==> src/rtl/led_phase_scheduler.sv <==
// IR/RED LED phase scheduler: time-multiplexes one ADC/DAC/PGA front-end between
// two LED channels and publishes per-channel averaged ADC values.
module led_phase_scheduler #(
  parameter int unsigned SETTLE_CYC = 5,
  parameter int unsigned LOG2_AVG   = 2,
  parameter int unsigned DARK_CYC   = 10
) (
  input  logic       CLK,
  input  logic       rst_n,
  input  logic       Enable,
  input  logic [7:0] ADC,
  input  logic [6:0] IR_DC_Comp_Set,
  input  logic [3:0] IR_Gain_Set,
  input  logic [6:0] RED_DC_Comp_Set,
  input  logic [3:0] RED_Gain_Set,
  output logic       LED_IR,
  output logic       LED_RED,
  output logic [6:0] DC_Comp,
  output logic [3:0] PGA_Gain,
  output logic [7:0] IR_ADC_Value,
  output logic [7:0] RED_ADC_Value,
  output logic       IR_Valid,
  output logic       RED_Valid,
  output logic       Frame_Done,
  output logic       Busy
);

  localparam int unsigned AW          = 8 + LOG2_AVG;
  localparam logic [7:0]  SETTLE_LAST = 8'(SETTLE_CYC - 1);
  localparam logic [7:0]  SAMPLE_LAST = 8'((1 << LOG2_AVG) - 1);
  localparam logic [7:0]  DARK_LAST   = 8'(DARK_CYC - 1);

  typedef enum logic [2:0] {
    IDLE, IR_SETTLE, IR_SAMPLE, DARK1, RED_SETTLE, RED_SAMPLE, DARK2
  } state_t;

  state_t          state_q, state_d;
  logic [7:0]      cnt_q, cnt_d;
  logic [AW-1:0]   acc_q, acc_d, sum;
  logic [6:0]      ir_dc_q, ir_dc_d, red_dc_q, red_dc_d;
  logic [3:0]      ir_gain_q, ir_gain_d, red_gain_q, red_gain_d;
  logic [7:0]      ir_val_q, ir_val_d, red_val_q, red_val_d;
  logic            ir_vld_d, red_vld_d, done_d, start;
  logic            led_ir_q, led_ir_d, led_red_q, led_red_d, busy_q, busy_d;
  logic            ir_vld_q, red_vld_q, done_q;
  logic [6:0]      dc_q, dc_d;
  logic [3:0]      gain_q, gain_d;

  always_comb begin
    state_d    = state_q;
    cnt_d      = cnt_q + 8'd1;
    acc_d      = acc_q;
    ir_dc_d    = ir_dc_q;
    ir_gain_d  = ir_gain_q;
    red_dc_d   = red_dc_q;
    red_gain_d = red_gain_q;
    ir_val_d   = ir_val_q;
    red_val_d  = red_val_q;
    ir_vld_d   = 1'b0;
    red_vld_d  = 1'b0;
    done_d     = 1'b0;
    start      = 1'b0;
    sum        = acc_q + AW'(ADC);

    case (state_q)
      IDLE: begin
        cnt_d = '0;
        start = Enable;
      end
      IR_SETTLE, RED_SETTLE: begin
        if (cnt_q == SETTLE_LAST) begin
          state_d = (state_q == IR_SETTLE) ? IR_SAMPLE : RED_SAMPLE;
          cnt_d   = '0;
          acc_d   = '0;
        end
      end
      IR_SAMPLE, RED_SAMPLE: begin
        acc_d = sum;
        if (cnt_q == SAMPLE_LAST) begin
          cnt_d = '0;
          if (state_q == IR_SAMPLE) begin
            state_d  = DARK1;
            ir_val_d = 8'(sum >> LOG2_AVG);
            ir_vld_d = 1'b1;
          end else begin
            state_d   = DARK2;
            red_val_d = 8'(sum >> LOG2_AVG);
            red_vld_d = 1'b1;
          end
        end
      end
      DARK1: begin
        if (cnt_q == DARK_LAST) begin
          state_d = RED_SETTLE;
          cnt_d   = '0;
        end
      end
      DARK2: begin
        if (cnt_q == DARK_LAST) begin
          done_d  = 1'b1;
          cnt_d   = '0;
          state_d = IDLE;
          start   = Enable;
        end
      end
      default: begin
        state_d = IDLE;
        cnt_d   = '0;
      end
    endcase

    // A frame start (from IDLE or straight out of DARK2) snapshots the settings.
    if (start) begin
      state_d    = IR_SETTLE;
      cnt_d      = '0;
      ir_dc_d    = IR_DC_Comp_Set;
      ir_gain_d  = IR_Gain_Set;
      red_dc_d   = RED_DC_Comp_Set;
      red_gain_d = RED_Gain_Set;
    end

    led_ir_d  = (state_d == IR_SETTLE) || (state_d == IR_SAMPLE);
    led_red_d = (state_d == RED_SETTLE) || (state_d == RED_SAMPLE);
    busy_d    = (state_d != IDLE);
    case (state_d)
      IR_SETTLE, IR_SAMPLE, DARK1: begin
        dc_d   = ir_dc_d;
        gain_d = ir_gain_d;
      end
      RED_SETTLE, RED_SAMPLE, DARK2: begin
        dc_d   = red_dc_d;
        gain_d = red_gain_d;
      end
      default: begin
        dc_d   = '0;
        gain_d = '0;
      end
    endcase
  end

  always_ff @(posedge CLK) begin
    if (!rst_n) begin
      state_q    <= IDLE;
      cnt_q      <= '0;
      acc_q      <= '0;
      ir_dc_q    <= '0;
      ir_gain_q  <= '0;
      red_dc_q   <= '0;
      red_gain_q <= '0;
      ir_val_q   <= '0;
      red_val_q  <= '0;
      ir_vld_q   <= 1'b0;
      red_vld_q  <= 1'b0;
      done_q     <= 1'b0;
      led_ir_q   <= 1'b0;
      led_red_q  <= 1'b0;
      busy_q     <= 1'b0;
      dc_q       <= '0;
      gain_q     <= '0;
    end else begin
      state_q    <= state_d;
      cnt_q      <= cnt_d;
      acc_q      <= acc_d;
      ir_dc_q    <= ir_dc_d;
      ir_gain_q  <= ir_gain_d;
      red_dc_q   <= red_dc_d;
      red_gain_q <= red_gain_d;
      ir_val_q   <= ir_val_d;
      red_val_q  <= red_val_d;
      ir_vld_q   <= ir_vld_d;
      red_vld_q  <= red_vld_d;
      done_q     <= done_d;
      led_ir_q   <= led_ir_d;
      led_red_q  <= led_red_d;
      busy_q     <= busy_d;
      dc_q       <= dc_d;
      gain_q     <= gain_d;
    end
  end

  assign LED_IR        = led_ir_q;
  assign LED_RED       = led_red_q;
  assign DC_Comp       = dc_q;
  assign PGA_Gain      = gain_q;
  assign IR_ADC_Value  = ir_val_q;
  assign RED_ADC_Value = red_val_q;
  assign IR_Valid      = ir_vld_q;
  assign RED_Valid     = red_vld_q;
  assign Frame_Done    = done_q;
  assign Busy          = busy_q;

endmodule

==> config.mk <==
export PLATFORM = sky130hd
export DESIGN_NAME = led_phase_scheduler
export DESIGN_NICKNAME = d
export VERILOG_FILES = /design/src/rtl/led_phase_scheduler.sv
export SDC_FILE = /design/constraint.sdc
export NUM_CORES = 1
export LEC_CHECK = 0
export BUFFER_PORTS_ARGS = -buffer_cell sky130_fd_sc_hd__buf_2
export CAP_MARGIN = 0
export CORE_ASPECT_RATIO = 0.7
export CORE_MARGIN = 2
export CORE_UTILIZATION = 55
export DETAILED_ROUTE_END_ITERATION = 10
export PLACE_DENSITY_LB_ADDON = 0.3
export SLEW_MARGIN = 20
export SYNTH_ARGS = -nofsm -noshare
export SYNTH_HDL_FRONTEND = slang
export SYNTH_SLANG_ARGS = --single-unit
export TNS_END_PERCENT = 30
==> constraint.sdc <==
create_clock -name CLK -period 2.75 [get_ports CLK]
set_input_delay 0.55 -clock CLK [delete_from_list [all_inputs] [get_ports CLK]]
set_output_delay 0.55 -clock CLK [all_outputs]
set_load 0.02 [all_outputs]
==> metrics.cfg <==
[floorplan]
initial_core_util_pct = 57.9
num_rows = 23
die_w_microns = 97.5
dieArea_sq_um = 6770
core_area_sq_um = 5810
ioPinCount = 66
die_h_microns = 69.5

[logic_synthesis]
synth_top_area_share_pct = 45.2
avgSynthCellArea_sq_um = 9.27
synth_nets = 408
synthTopCellsByArea = dfxtp_1, mux2i_1, nand2_1, a22o_1, ha_1
synth_compound_area_share_pct = 17.2
yosysWarnings = 0
synth.distinct_cells = 54
syn_inst = 363
synth_area_sq_um = 3370
synth_seq_cells = 76
synthArstFlopShare_pct = 0
synth_xor_area_share_pct = 3.12
synth_top_cell_by_area = dfxtp_1
synth_top_family_by_area = simple AND/OR/NAND/NOR gates
synth.area.mux_share_pct = 4.76
synth_edf_count = 0
synth_ff_type = dfxtp_1
synth-seq-area-share_pct = 45.2
yosys.area_share.simple_pct = 20.3
synthAdderAreaFrac_pct = 4.98

[routing]
drt_wl_total_microns = 7370
avgRoutedWirePerCell_microns = 14.5
ant_nets = 0
drt-pass1-iter-count = 5
drc = 0
vias = 2787
vias_per_cell = 5.50
first_iter_violations = 145

[grt]
grt_pass1_vias = 2625
antenna_found_initial = 0
grt_max_degree = 29
grt_usage_pct = 22.5
grt_pass1_wl_microns = 12300
gr-total-overflow = 0

[final_layout]
layout.nets = 472
mostFrequentLayoutCells = dfxtp_1, buf_2, nand2_1
area_growth_pct = 17.3
layout_commonest_cell = dfxtp_1
nFillCells = 502
n_antenna_cell = 0
drive_gt1_share_pct = 22.5

[power]
internal_power_mw = 1.68
leakage_nw = 1.76
swShare_pct = 26.3
power_frac_comb_pct = 10.2
power_density_nw_per_um2 = 576
peakVddDrop_v = 0.000429
clock_power_share_pct = 38.4
pwr-share-seq_pct = 51.3
power_switching_mw = 0.598

[sta]
maxSlewViolCount = 0
finalCritPeriodShare_pct = 91.3
setup_violations = 0
post-route-min-period_ns = 2.51
report.final.hold_viol_count = 0
worstMarginPinSlew_ns = 0.797
fin_hold_ws_ns = 0.449
finalSetupTns_ns = 0
max_freq_mhz = 398
rsz0062_at_grt = no
slew_headroom_pct = 46.9
fin_worst_skew_ns = 0.0126

[worst_setup_path]
start_kind = flop
cp.required_ns = 3.00
path_max_fanout = 24
criticalPathCategory = flop to flop
critPathCaptureType = flop
worstPathArrival_ns = 2.76

[clocking]
cts_setup_buffers = 0
cts_tree = yes
cts-root-buf = clkbuf_8
ctsResizeCount = 0
cts.clk_slew.worst_paths_ns = 0.09
clk_latency_ns = 0.35
cts-hold-fix-buffers = 0
cts_sinks = 76
cts_made_buffers = 9
htree_num_levels = 3
cts.path.max_buffers = 2

[placement]
place.gp.congestion = 0.876
io_buffers = 65
dp_hpwl_microns = 5290

[hold_path]
worstHoldPathType = input port to flop

[run_status]
status = complete, no violations

[run]
drv_cap = 0

## Yosys cell counts (4+ instances only)
cell	number
a21o_1	4
o21ai_0	14
buf_1	4
o22ai_1	4
nand2b_1	5
mux2i_1	16
a22o_1	16
dfxtp_1	76
nand3_1	22
o21ai_1	13
nor2b_1	19
xnor2_1	7
xor2_1	5
clkbuf_1	9
a21oi_1	11
and3_1	4
a21boi_0	5
nand2_1	38
nor2_1	15
inv_1	15
ha_1	11
## critical path, cell delays in order (launching register included)
cell and delay, ns:
dfxtp_1 0.41, inv_1 0.09, ha_1 0.18, nand3b_1 0.21, nor4_4 0.07, o211ai_4 0.60
and4b_1 0.37, nor2_2 0.05, buf_4 0.19, a22o_1 0.24
## sequential cells by signal (all words and copies together) (netlist names), 3 cells and up
register / flops
DC_Comp: 7
RED_ADC_Value: 8
state_q: 3
red_dc_q: 7
ir_gain_q: 4
PGA_Gain: 4
cnt_q: 8
IR_ADC_Value: 8
red_gain_q: 4
acc_q: 10
ir_dc_q: 7
## area by class of cell
type | instances | area, sq um | area share (%)
Timing Repair Buffer | 72 | 378 | 9.57
Tap cell | 75 | 93.8 | 2.38
Clock inverter | 7 | 80.1 | 2.03
Clock buffer | 9 | 124 | 3.14
Inverter | 15 | 56.3 | 1.43
Multi-Input combinational cell | 253 | 1690 | 42.9
Sequential cell | 76 | 1520 | 38.5
## through the flow
stage | utilization, % | area, sq um | std cells | power [mW] | setup slack [ns]
2_1_floorplan | - | 3370 | 363 | 1.35 | 0.603
3_3_place_gp | 64.4 | 3740 | 491 | 1.42 | 0.354
3_5_place_dp | 64.4 | 3740 | 491 | 1.42 | 0.274
4_1_cts | 67.9 | 3950 | 507 | 2.29 | 0.226
5_1_grt | 67.9 | 3950 | 507 | 2.37 | 0.0690
6_report | 67.9 | 3950 | 507 | 2.27 | 0.239
## path summary, 6_finish.rpt
check	slack, ns	from	cells past startpoint	to
min	0.45	IR_DC_Comp_Set[1]	3	ir_dc_q[1]
max	0.24	cnt_q[1]	9	DC_Comp[5]
max reg2reg	0.24	cnt_q[1]	9	DC_Comp[5]
min reg2reg	0.47	ir_dc_q[0]	2	ir_dc_q[0]
## metal layers
layer  share of wire, %  vias up  GRT usage, %  wire length [microns]
met5                  0        -             0                      0
met4               0.94        0          6.17                     69
met3                5.7       10          6.85                    420
met2                 44       73          34.2                   3270
met1                 49     1301          31.2                   3600
li1                   -     1403             -                      -
## cell families after synthesis
kind of cell,count (synthesis)
xor gates and xnor gates,12
buffers and inverters,34
and+or+nand+nor,128
adders and majority gates,13
muxes,16
AOI/OAI and AO/OA,84
DFF,76
## power groups by stage
stage	clock [mW]	sequential (mW)	combinational [mW]
floorplan	0	1.20	0.150
global placement	0	1.19	0.225
detailed placement	0	1.19	0.230
CTS	0.886	1.17	0.233
global route	0.937	1.17	0.257
finish	0.874	1.17	0.233
(Power assumes the default switching activity.)
